===== config.mk =====
export PLATFORM = sky130hd
export DESIGN_NAME = writeback_stage
export DESIGN_NICKNAME = d
export VERILOG_FILES = /design/src/rtl/writeback_stage.sv
export SDC_FILE = /design/constraint.sdc
export NUM_CORES = 1
export LEC_CHECK = 0
export ABC_CLOCK_PERIOD_IN_PS = 4900
export CORE_MARGIN = 1.5
export CORE_UTILIZATION = 48
export CTS_BUF_LIST = sky130_fd_sc_hd__clkbuf_16
export DETAILED_ROUTE_END_ITERATION = 8
export PLACE_DENSITY = 0.84
export SLEW_MARGIN = 30
export SYNTH_ARGS = -nofsm -noshare
export SYNTH_HDL_FRONTEND = slang
export SYNTH_SLANG_ARGS = --single-unit

===== constraint.sdc =====
create_clock -name wb_clk -period 4.9 [get_ports wb_clk]
set_input_delay 0.735 -clock wb_clk [delete_from_list [all_inputs] [get_ports wb_clk]]
set_output_delay 0.735 -clock wb_clk [all_outputs]
set_load 0.1 [all_outputs]

===== src/rtl/writeback_stage.sv =====
// Purpose : MIPS write-back stage; MEM/WB register, load formatting, regfile write port, retire count.
// Latency : 1 cycle, every output registered, no combinational input-to-output path.
// Backpres: wb_i_stall freezes all state (upstream holds inputs); wb_i_flush loads a bubble.
//
// Ports:
//   wb_clk / wb_rst          clock, synchronous active-high reset
//   wb_i_ce, wb_i_stall, wb_i_flush   entry valid and pipeline control
//   wb_i_reg_wr, wb_i_reg_dst, wb_i_mem_to_reg, wb_i_load_type, wb_i_byte_off,
//   wb_i_addr_rd, wb_i_alu_result, wb_i_mem_data      memory-stage result
//   wb_o_ce, wb_o_reg_wr, wb_o_reg_dst, wb_o_addr_rd, wb_o_data_rd   regfile write port
//   wb_o_exc                 misaligned-load flag for the current entry
//   wb_o_retired             32-bit wrapping retired-instruction count
module writeback_stage #(
    parameter int AWIDTH = 5,
    parameter int DWIDTH = 32
) (
    input  logic              wb_clk,
    input  logic              wb_rst,
    input  logic              wb_i_ce,
    input  logic              wb_i_stall,
    input  logic              wb_i_flush,
    input  logic              wb_i_reg_wr,
    input  logic              wb_i_reg_dst,
    input  logic              wb_i_mem_to_reg,
    input  logic [2:0]        wb_i_load_type,
    input  logic [1:0]        wb_i_byte_off,
    input  logic [AWIDTH-1:0] wb_i_addr_rd,
    input  logic [DWIDTH-1:0] wb_i_alu_result,
    input  logic [DWIDTH-1:0] wb_i_mem_data,
    output logic              wb_o_ce,
    output logic              wb_o_reg_wr,
    output logic              wb_o_reg_dst,
    output logic [AWIDTH-1:0] wb_o_addr_rd,
    output logic [DWIDTH-1:0] wb_o_data_rd,
    output logic              wb_o_exc,
    output logic [31:0]       wb_o_retired
);

    localparam logic [2:0] LT_LH  = 3'd1;
    localparam logic [2:0] LT_LHU = 3'd2;
    localparam logic [2:0] LT_LB  = 3'd3;
    localparam logic [2:0] LT_LBU = 3'd4;

    // Registered state
    logic              ce_q,      ce_d;
    logic              reg_wr_q,  reg_wr_d;
    logic              reg_dst_q, reg_dst_d;
    logic [AWIDTH-1:0] addr_rd_q, addr_rd_d;
    logic [DWIDTH-1:0] data_rd_q, data_rd_d;
    logic              exc_q,     exc_d;
    logic [31:0]       retired_q, retired_d;

    // Combinational view of the incoming entry
    logic [15:0]       half_sel;
    logic [7:0]        byte_sel;
    logic [DWIDTH-1:0] load_fmt;
    logic              is_half;
    logic              is_byte;
    logic              exc_in;
    logic              wr_in;
    logic              retire_in;

    // Lane extraction; little-endian, byte 0 in bits [7:0].
    always_comb begin
        half_sel = wb_i_byte_off[1] ? wb_i_mem_data[31:16] : wb_i_mem_data[15:0];
        byte_sel = wb_i_mem_data[7:0];
        case (wb_i_byte_off)
            2'd1:    byte_sel = wb_i_mem_data[15:8];
            2'd2:    byte_sel = wb_i_mem_data[23:16];
            2'd3:    byte_sel = wb_i_mem_data[31:24];
            default: byte_sel = wb_i_mem_data[7:0];
        endcase
    end

    // Unused load-type codes 5..7 fall through to the full-word default.
    always_comb begin
        load_fmt = wb_i_mem_data;
        case (wb_i_load_type)
            LT_LH:   load_fmt = {{(DWIDTH-16){half_sel[15]}}, half_sel};
            LT_LHU:  load_fmt = {{(DWIDTH-16){1'b0}}, half_sel};
            LT_LB:   load_fmt = {{(DWIDTH-8){byte_sel[7]}}, byte_sel};
            LT_LBU:  load_fmt = {{(DWIDTH-8){1'b0}}, byte_sel};
            default: load_fmt = wb_i_mem_data;
        endcase
    end

    always_comb begin
        is_half   = (wb_i_load_type == LT_LH) || (wb_i_load_type == LT_LHU);
        is_byte   = (wb_i_load_type == LT_LB) || (wb_i_load_type == LT_LBU);
        // Byte loads can never be misaligned; everything else not half/byte is a word.
        exc_in    = wb_i_ce & wb_i_mem_to_reg &
                    ((!is_half & !is_byte & (wb_i_byte_off != 2'd0)) |
                     (is_half & wb_i_byte_off[0]));
        // $0 is hardwired to zero, so its writes are dropped here.
        wr_in     = wb_i_ce & wb_i_reg_wr & !exc_in & (wb_i_addr_rd != '0);
        retire_in = wb_i_ce & !exc_in;
    end

    // Next state: flush beats stall, stall beats capture.
    always_comb begin
        ce_d      = ce_q;
        reg_wr_d  = reg_wr_q;
        reg_dst_d = reg_dst_q;
        addr_rd_d = addr_rd_q;
        data_rd_d = data_rd_q;
        exc_d     = exc_q;
        retired_d = retired_q;
        if (wb_i_flush) begin
            ce_d      = 1'b0;
            reg_wr_d  = 1'b0;
            reg_dst_d = 1'b0;
            addr_rd_d = '0;
            data_rd_d = '0;
            exc_d     = 1'b0;
        end else if (!wb_i_stall) begin
            ce_d      = wb_i_ce;
            reg_wr_d  = wr_in;
            reg_dst_d = wb_i_reg_dst;
            addr_rd_d = wb_i_addr_rd;
            data_rd_d = wb_i_mem_to_reg ? load_fmt : wb_i_alu_result;
            exc_d     = exc_in;
            if (retire_in) begin
                retired_d = retired_q + 32'd1;
            end
        end
    end

    always_ff @(posedge wb_clk) begin
        if (wb_rst) begin
            ce_q      <= 1'b0;
            reg_wr_q  <= 1'b0;
            reg_dst_q <= 1'b0;
            addr_rd_q <= '0;
            data_rd_q <= '0;
            exc_q     <= 1'b0;
            retired_q <= 32'd0;
        end else begin
            ce_q      <= ce_d;
            reg_wr_q  <= reg_wr_d;
            reg_dst_q <= reg_dst_d;
            addr_rd_q <= addr_rd_d;
            data_rd_q <= data_rd_d;
            exc_q     <= exc_d;
            retired_q <= retired_d;
        end
    end

    assign wb_o_ce      = ce_q;
    assign wb_o_reg_wr  = reg_wr_q;
    assign wb_o_reg_dst = reg_dst_q;
    assign wb_o_addr_rd = addr_rd_q;
    assign wb_o_data_rd = data_rd_q;
    assign wb_o_exc     = exc_q;
    assign wb_o_retired = retired_q;

endmodule


==> metrics.md, run 1 <==
| Metric | Value |
|---|---|
| Run status | finished, final reports clean |
| Netlist area before placement | ~4100 sq um |
| Share of the yosys chip area belonging to registers | 35.70% |
| Mapped Avg Cell Area | around 8 sq um |
| Global-route total usage across every layer | between 30% and 40% |
| Post-synthesis async set-or-reset flop share | 0% |
| X dimension of the die | 95.35 um |
| Type of the worst min-delay path | flip-flop to flip-flop |
| Iteration count of the initial detailed-routing pass | 5 |
| Fillcell total | 680 |
| Via count of the routed design | 4558 |
| Worst relative slew slack | between 30% and 40% |
| Setup repair after global routing missed its margin | false |
| Final TNS setup | 0 ns |
| Type of the worst setup path | input port to flip-flop |
| Clock Sink Count | 73 |
| Final #Nets | between 700 and 800 |
| Initial antenna violation count | 0 |
| Remaining DRCs | 0 |
| CTS root buf | sky130_fd_sc_hd__clkbuf_16 |
| Post-CTS Hold Buffers | 0 |
| Count of flip-flops with a built-in enable after synthesis | 0 |
| Parity-gate share of the synthesized area counting xor and xnor cells | about 4.1% |
| Fraction of final layout cells with drive strength greater than 1 | a little under 6% |
| Post_cts resized | 0 |
| Worst Max-Slew Pin Slew | 1.028 ns |
| Max-capacitance violation count | 0 |
| Final worst hold slack | approximately 0.47 ns |
| Most frequent cell after synthesis | sky130_fd_sc_hd__dfxtp_1 |
| Maximum clock frequency | between 200 and 300 MHz |
| Y dimension of the die | between 90 and 100 um |
| Post-CTS Repair Setup Buffers | 0 |
| CTS H-Tree Depth | 3 |
| Final number of setup-violating endpoints | 0 |
| Synth Area in Compound Gates | between 30% and 40% |
| Final instance area | slightly below 6000 sq um |
| Simple logic cell fraction of the synthesized area | about a fifth |
| Reg clk slew, reported paths | around 0.060 ns |
| Sort of element at the end of the critical path | flip-flop |
| Most used DFF post-synth | sky130_fd_sc_hd__dfxtp_1 |
| Wire length of the first global-routing pass | 21.63 mm |
| Post-placement setup slack | 1.331 ns |
| Final slew viol count | 0 |
| Hold violation total from the final report | 0 |
| Layout Area Growth over Synthesis | 45.14% |
| Average wire length per cell after detail routing | ~18 um |
| Final worst path period share | between 60 and 70% |
| Core Rows | 33 |
| Placement Cell Area | between 5000 and 6000 sq um |
| Max Root-Sink Buffers | 2 |
| Yosys warnings | 0 |
| Weighted congestion at the end of routability-driven global placement | a little over 0.9 |
| Clock tree from TritonCTS | done |
| Worst skew pair latency | between 0.3 and 0.4 ns |
| Post-route setup slack | around 1.6 ns |
| Starting DRC count in detailed routing | ~260 |
| Main combinational cell family by area after synthesis | compound AO/OA/AOI/OAI gates |
| Worst Clk Skew | between 0.006 and 0.007 ns |
| I/O pin count | about 160 |
| Number of nets with antenna violations after routing | 0 |
| Startpoint class of the critical path | input port |
| Total Routed Length | 13.59 mm |
| Power per cell area | ~280 nW/um^2 |
| Maximum fanout count along the critical path | 24 |
| Port bufs | between 150 and 200 |
| Total of flip-flops plus latches after synthesis | 73 |
| Clock period minus final worst setup slack | approximately 3.3 ns |
| Data required, critical path | between 5 and 6 ns |
| Starting density of the core | 49.58% |
| Core Box Area | ~8300 sq um |
| Mean number of vias per cell | roughly 6 |
| Number of antenna cells inserted | 0 |
| Share of cell area taken by muxes after synthesis | 4.951% |
| Share of Yosys cell area claimed by the top area cell type | 35.70% |
| Post-synthesis net count | just under 600 |
| TritonCTS Buffers | 9 |
| Largest cells by area after synthesis | sky130_fd_sc_hd__dfxtp_1, sky130_fd_sc_hd__a21oi_1, sky130_fd_sc_hd__o21ai_0 |
| Via count of the first global-routing pass | approximately 4400 |
| Maximum ir drop on the vdd rail | about 0.00025 V |
| Area of the die | 9092 sq um |
| Detailed Place HPWL | between 9 and 10 mm |
| Cell taking the most area after synthesis | sky130_fd_sc_hd__dfxtp_1 |
| Pin count of the biggest net entering global routing | 40 |
| Number of distinct library cells after synthesis | 56 |
| Data arrival at the endpoint of the critical path | between 3 and 4 ns |
| Sum of overflow across all layers after global routing | 0 |
| Static Leak | 0.002029 uW |
| Adder-Cell Fraction of Synth Area | 0.3056% |
| Instance count of the mapped netlist | ~510 |
| List of most frequent post-synthesis cells | sky130_fd_sc_hd__dfxtp_1, sky130_fd_sc_hd__a21oi_1, sky130_fd_sc_hd__nand2_1, sky130_fd_sc_hd__nor2_1, sky130_fd_sc_hd__o21ai_0 |
path summary, 6_finish.rpt:
check | start | to | slack (ns) | cells past startpoint
worst max-delay path | wb_i_load_type[1] | wb_o_retired[7]$_SDFFE_PP0P_ | 1.56 | 6
worst min-delay path | wb_o_exc$_SDFFE_PP0N_ | wb_o_exc$_SDFFE_PP0N_ | 0.47 | 2
worst max register to register | wb_o_retired[0]$_SDFFE_PP0P_ | wb_o_retired[30]$_SDFFE_PP0P_ | 2.52 | 6
worst min register to register | wb_o_exc$_SDFFE_PP0N_ | wb_o_exc$_SDFFE_PP0N_ | 0.47 | 2
cell type report:
type	instances	area, sq um	area share, %
inverters	16	60.06	1.011
flip-flops and latches	73	1461	24.59
clock inverters	7	70.07	1.179
repair buffers	160	1587	26.70
clock buffers	9	225.2	3.790
well taps	105	131.4	2.211
multi-input cells	376	2407	40.51
routing by layer:
metal | global-route usage [%] | part of all wire, % | vias up
li1 | - | - | 2156
met1 | 37.22 | 40 | 2147
met2 | 51.18 | 50 | 218
met3 | 7.257 | 7.6 | 37
met4 | 12.81 | 3.1 | 0
met5 | 0 | 0 | -
state kept, by name, indices dropped and copies added (netlist names):
name / cells
wb_o_exc: 1
wb_o_retired: 32
wb_o_addr_rd: 5
wb_o_ce: 1
wb_o_reg_dst: 1
wb_o_data_rd: 32
wb_o_reg_wr: 1
logic make-up (layout without fill, tap and decap cells):
| logic type | after synthesis | in the layout |
|---|---|---|
| buf+inv | 57 | 192 |
| simple gates | 156 | 156 |
| compound gates | 182 | 182 |
| mux | 18 | 18 |
| fa+ha+maj | 1 | 1 |
| flops | 73 | 73 |
| xor+xnor | 19 | 19 |
per-stage QoR:
stage / total power (uW) / utilization (%) / instances
after detailed placement: 986.4 / 68.38 / 730
final: 1638 / 71.95 / 746
after CTS: 1642 / 71.95 / 746
after global placement: 981.5 / 68.38 / 730
after global routing: 1687 / 71.95 / 746
after floorplan: 852.5 / - / 506
placed cells by master (no fill, tap or decap), drive strengths merged, types with 5 or more instances in the layout:
cell / synthesis / final
o21ai: 42 / 42
buf: 7 / 6
nand2: 41 / 41
dfxtp: 73 / 73
mux2: 8 / 8
inv: 15 / 17
clkdlybuf4s50: 0 / 154
mux2i: 9 / 9
a22oi: 13 / 13
a21oi: 45 / 45
nand4: 6 / 6
o31ai: 12 / 12
xnor2: 17 / 17
a211oi: 6 / 6
or3: 5 / 5
o211ai: 7 / 7
nor3: 5 / 5
clkbuf: 34 / 9
o221ai: 21 / 21
a221oi: 6 / 6
a21o: 7 / 7
nand3: 19 / 19
nor2b: 8 / 8
and4: 6 / 6
a2111oi: 11 / 11
or4: 5 / 5
nor2: 41 / 41
critical path, cell delays in order:
cell and delay (ns):
sky130_fd_sc_hd__clkdlybuf4s50_1 0.95, sky130_fd_sc_hd__xnor2_1 0.24, sky130_fd_sc_hd__or3_1 0.64, sky130_fd_sc_hd__a2111oi_0 0.73
sky130_fd_sc_hd__xnor2_1 0.19, sky130_fd_sc_hd__nor2_1 0.06
where the power goes:
part / leakage, uW / internal, uW / switching [uW]
clock network: 0.000139 / 393 / 266
logic: 0.00130 / 131 / 230
registers: 0.000593 / 608 / 8.66
total: 0.00203 / 1130 / 505
(Power assumes the default switching activity.)
==> run 2: changes to the inputs <==
--- a/config.mk
+++ b/config.mk
@@ -5,12 +5,12 @@
 export SDC_FILE = /design/constraint.sdc
 export NUM_CORES = 1
 export LEC_CHECK = 0
-export ABC_CLOCK_PERIOD_IN_PS = 4900
+export ABC_CLOCK_PERIOD_IN_PS = 3400
 export CORE_MARGIN = 1.5
-export CORE_UTILIZATION = 48
+export CORE_UTILIZATION = 45
 export CTS_BUF_LIST = sky130_fd_sc_hd__clkbuf_16
 export DETAILED_ROUTE_END_ITERATION = 8
-export PLACE_DENSITY = 0.84
+export PLACE_DENSITY = 0.8
 export SLEW_MARGIN = 30
 export SYNTH_ARGS = -nofsm -noshare
 export SYNTH_HDL_FRONTEND = slang
==> constraint.sdc (replaced) <==
create_clock -name wb_clk -period 3.4 [get_ports wb_clk]
set_input_delay 0.51 -clock wb_clk [delete_from_list [all_inputs] [get_ports wb_clk]]
set_output_delay 0.51 -clock wb_clk [all_outputs]
set_load 0.1 [all_outputs]
==> metrics.md, run 2 (same netlist as run 1, synthesis figures left out) <==
| Metric | Value |
|---|---|
| Run status | finished, final reports clean (unchanged) |
| Power Internal | 1789 uW (was 1133 uW) |
| CTS root buf | sky130_fd_sc_hd__clkbuf_16 (unchanged) |
| Layout Area Growth over Synthesis | 47.71% (was 45.14%) |
| Part of the total power dissipated in combinational logic | 21.0% (was 22.1%) |
| Via count of the routed design | 4629 (was 4558) |
| Post-CTS Repair Setup Buffers | 0 (unchanged) |
| Cell with the largest stage delay on the worst path | sky130_fd_sc_hd__a2111oi_0 (was sky130_fd_sc_hd__clkdlybuf4s50_1) |
| Setup repair after global routing missed its margin | false (unchanged) |
| Final worst hold slack | 0.4700 ns (was 0.4711 ns) |
| Most frequent cells in the layout | sky130_fd_sc_hd__clkdlybuf4s50_1, sky130_fd_sc_hd__dfxtp_1, sky130_fd_sc_hd__a21oi_1, sky130_fd_sc_hd__o21ai_0, sky130_fd_sc_hd__nand2_1 (unchanged) |
| Post-CTS Hold Buffers | 0 (unchanged) |
| Maximum ir drop on the vdd rail | 0.0002447 V (was 0.0002505 V) |
| Initial antenna violation count | 0 (unchanged) |
| Number of nets with antenna violations after routing | 0 (unchanged) |
| Psw | 734.3 uW (was 505.2 uW) |
| Post_cts resized | 0 (unchanged) |
| Global-route total usage across every layer | 27.78% (was 30.54%) |
| Area of the die | 9679 sq um (was 9092 sq um) |
| Worst min-delay path startpoint | wb_o_exc$_SDFFE_PP0N_ (unchanged) |
| Max stage delay on crit path | 0.79 ns (was 0.95 ns) |
| Iteration count of the initial detailed-routing pass | 6 (was 5) |
| Clock period minus final worst setup slack | 2.715 ns |
| Type of the worst min-delay path | flip-flop to flip-flop (unchanged) |
| Post-route setup slack | 0.6850 ns (was 1.557 ns) |
| Wire length of the first global-routing pass | 21.82 mm (was 21.63 mm) |
| Y dimension of the die | 98.38 um (was 95.35 um) |
| Pin count of the biggest net entering global routing | 40 (unchanged) |
| Reg clk slew, reported paths | 0.06 ns (about the same) |
| Worst Clk Skew | 0.005982 ns (was 0.006089 ns) |
| Worst relative slew slack | 32.51% (was 31.28%) |
| Final TNS setup | 0 ns (unchanged) |
| Detailed Place HPWL | 9.968 mm (was 9.738 mm) |
| Sum of overflow across all layers after global routing | 0 (unchanged) |
| Switching power as a share of total power | 29.10% (was 30.85%) |
| Register-to-Register Setup Slack | 1.06 ns (was 2.52 ns) |
| Ordered list of cells on the worst path | clkdlybuf4s50_1, or3b_1, and3_1, a2111oi_0, xnor2_1, nor2_1 (was clkdlybuf4s50_1, xnor2_1, or3_1, a2111oi_0, xnor2_1, nor2_1) |
| Clock tree from TritonCTS | done (unchanged) |
| Final number of setup-violating endpoints | 0 (unchanged) |
| Post-route non-filler standard cell count | 755 (was 746) |
| CTS H-Tree Depth | 3 (unchanged) |
| Worst skew pair latency | 0.33 ns (was 0.34 ns) |
| Data required, critical path | 3.61 ns (was 5.11 ns) |
| Remaining DRCs | 0 (unchanged) |
| Max Root-Sink Buffers | 2 (unchanged) |
| Max-capacitance violation count | 0 (unchanged) |
| TritonCTS Buffers | 9 (unchanged) |
| I/O pin count | 155 (unchanged) |
| Hold violation total from the final report | 0 (unchanged) |
| Via count of the first global-routing pass | 4480 (was 4394) |
| CP Launch Point | wb_i_load_type[0] (was wb_i_load_type[1]) |
| Number of antenna cells inserted | 0 (unchanged) |
| Final instance area | 6047 sq um (was 5942 sq um) |
| Post-placement cell count | 739 (was 730) |
| Leading cell type in the layout, fill and taps excluded | sky130_fd_sc_hd__clkdlybuf4s50_1 (unchanged) |
| Worst Max-Slew Pin Slew | 1.009 ns (was 1.028 ns) |
| Static Leak | 0.002091 uW (was 0.002029 uW) |
| Port bufs | 154 (unchanged) |
| Weighted congestion at the end of routability-driven global placement | 0.8914 (was 0.9057) |
| X dimension of the die | 98.38 um (was 95.35 um) |
| Final worst path period share | roughly 80% |
| Mean number of vias per cell | 6.131 (was 6.110) |
| Type of the worst setup path | input port to flip-flop (unchanged) |
| Sort of element at the end of the critical path | flip-flop (unchanged) |
| Average wire length per cell after detail routing | 18.10 um (was 18.22 um) |
| Placement Cell Area | 5703 sq um (was 5647 sq um) |
| Power per cell area | 417.3 nW/um^2 (was 275.7 nW/um^2) |
| Proportion of power drawn by flip-flops and latches | 35.2% (was 37.7%) |
| Maximum fanout count along the critical path | 19 (was 24) |
| Clock Sink Count | 73 (unchanged) |
| Startpoint class of the critical path | input port (unchanged) |
| Total Routed Length | 13.67 mm (was 13.59 mm) |
| Post-placement setup slack | 0.3984 ns (was 1.331 ns) |
| Starting density of the core | 46.72% (was 49.58%) |
| Final #Nets | 725 (was 719) |
| Clock network fraction of design power | 43.7% (was 40.3%) |
| Data arrival at the endpoint of the critical path | 2.93 ns (was 3.55 ns) |
| Starting DRC count in detailed routing | 276 (was 263) |
| Critical register-to-register path startpoint | wb_o_retired[0]$_SDFFE_PP0P_ (unchanged) |
| Fraction of final layout cells with drive strength greater than 1 | 6.955% (was 5.928%) |
| Fillcell total | 729 (was 680) |
| Final slew viol count | 0 (unchanged) |
| Core Box Area | 8763 sq um (was 8258 sq um) |
| Core Rows | 34 (was 33) |
| Maximum clock frequency | 368.3 MHz |
[run 2: cell types whose count changed in the layout (fill, tap and decap cells not counted)]
cell | before | now
sky130_fd_sc_hd__buf_4 | 6 | 12
sky130_fd_sc_hd__xnor2_1 | 17 | 16
sky130_fd_sc_hd__xnor2_2 | 0 | 1
sky130_fd_sc_hd__clkinv_2 | 1 | 0
sky130_fd_sc_hd__clkinv_4 | 0 | 1
sky130_fd_sc_hd__bufinv_16 | 1 | 3
sky130_fd_sc_hd__clkinvlp_4 | 3 | 1
[run 2: metrics by stage]
step	power, uW	util, %
final	2523	69.00
after global routing	2595	69.00
after CTS	2528	69.00
after detailed placement	1432	65.08
after global placement	1421	64.99
after floorplan	1229	-
[run 2: layer usage]
layer | up-vias | GRT usage [%] | wire length, um
li1 | 2181 | - | -
met1 | 2179 | 33.45 | 5423
met2 | 237 | 47.58 | 6693
met3 | 32 | 6.514 | 1197
met4 | 0 | 11.27 | 350
met5 | - | 0 | 0
[run 2: worst max-delay path, delay by kind of cell]
kind,cells,cell delay [ns]
AO/OA/AOI/OAI,1,0.79
AND/OR/NAND/NOR,3,0.91
XOR/XNOR,1,0.19
buffers and inverters,1,0.52
[run 2: power by group through the flow]
| stage | Combinational [uW] | Clock (uW) | Sequential, uW |
|---|---|---|---|
| 6_report | 530 | 1100 | 889 |
| 5_1_grt | 558 | 1150 | 891 |
| 4_1_cts | 527 | 1110 | 889 |
| 3_5_place_dp | 524 | 0 | 907 |
| 3_3_place_gp | 514 | 0 | 907 |
| 2_1_floorplan | 172 | 0 | 1060 |
[run 2: worst paths after layout]
kind,to,depth (start not counted)
hold / removal,wb_o_exc$_SDFFE_PP0N_,2
setup reg to reg,wb_o_retired[30]$_SDFFE_PP0P_,6
hold reg to reg,wb_o_exc$_SDFFE_PP0N_,2
setup / recovery,wb_o_retired[12]$_SDFFE_PP0P_,6
[run 2: final cells by class]
cell class                 count  area (sq um)  area share [%]
multi-input combinational    376          2415           39.93
timing repair buffer         166          1632           26.98
sequential                    73          1461           24.17
clock buffer                   9         225.2           3.724
tap                          108         135.1           2.235
clock inverter                 7         118.9           1.966
inverter                      16         60.06          0.9932
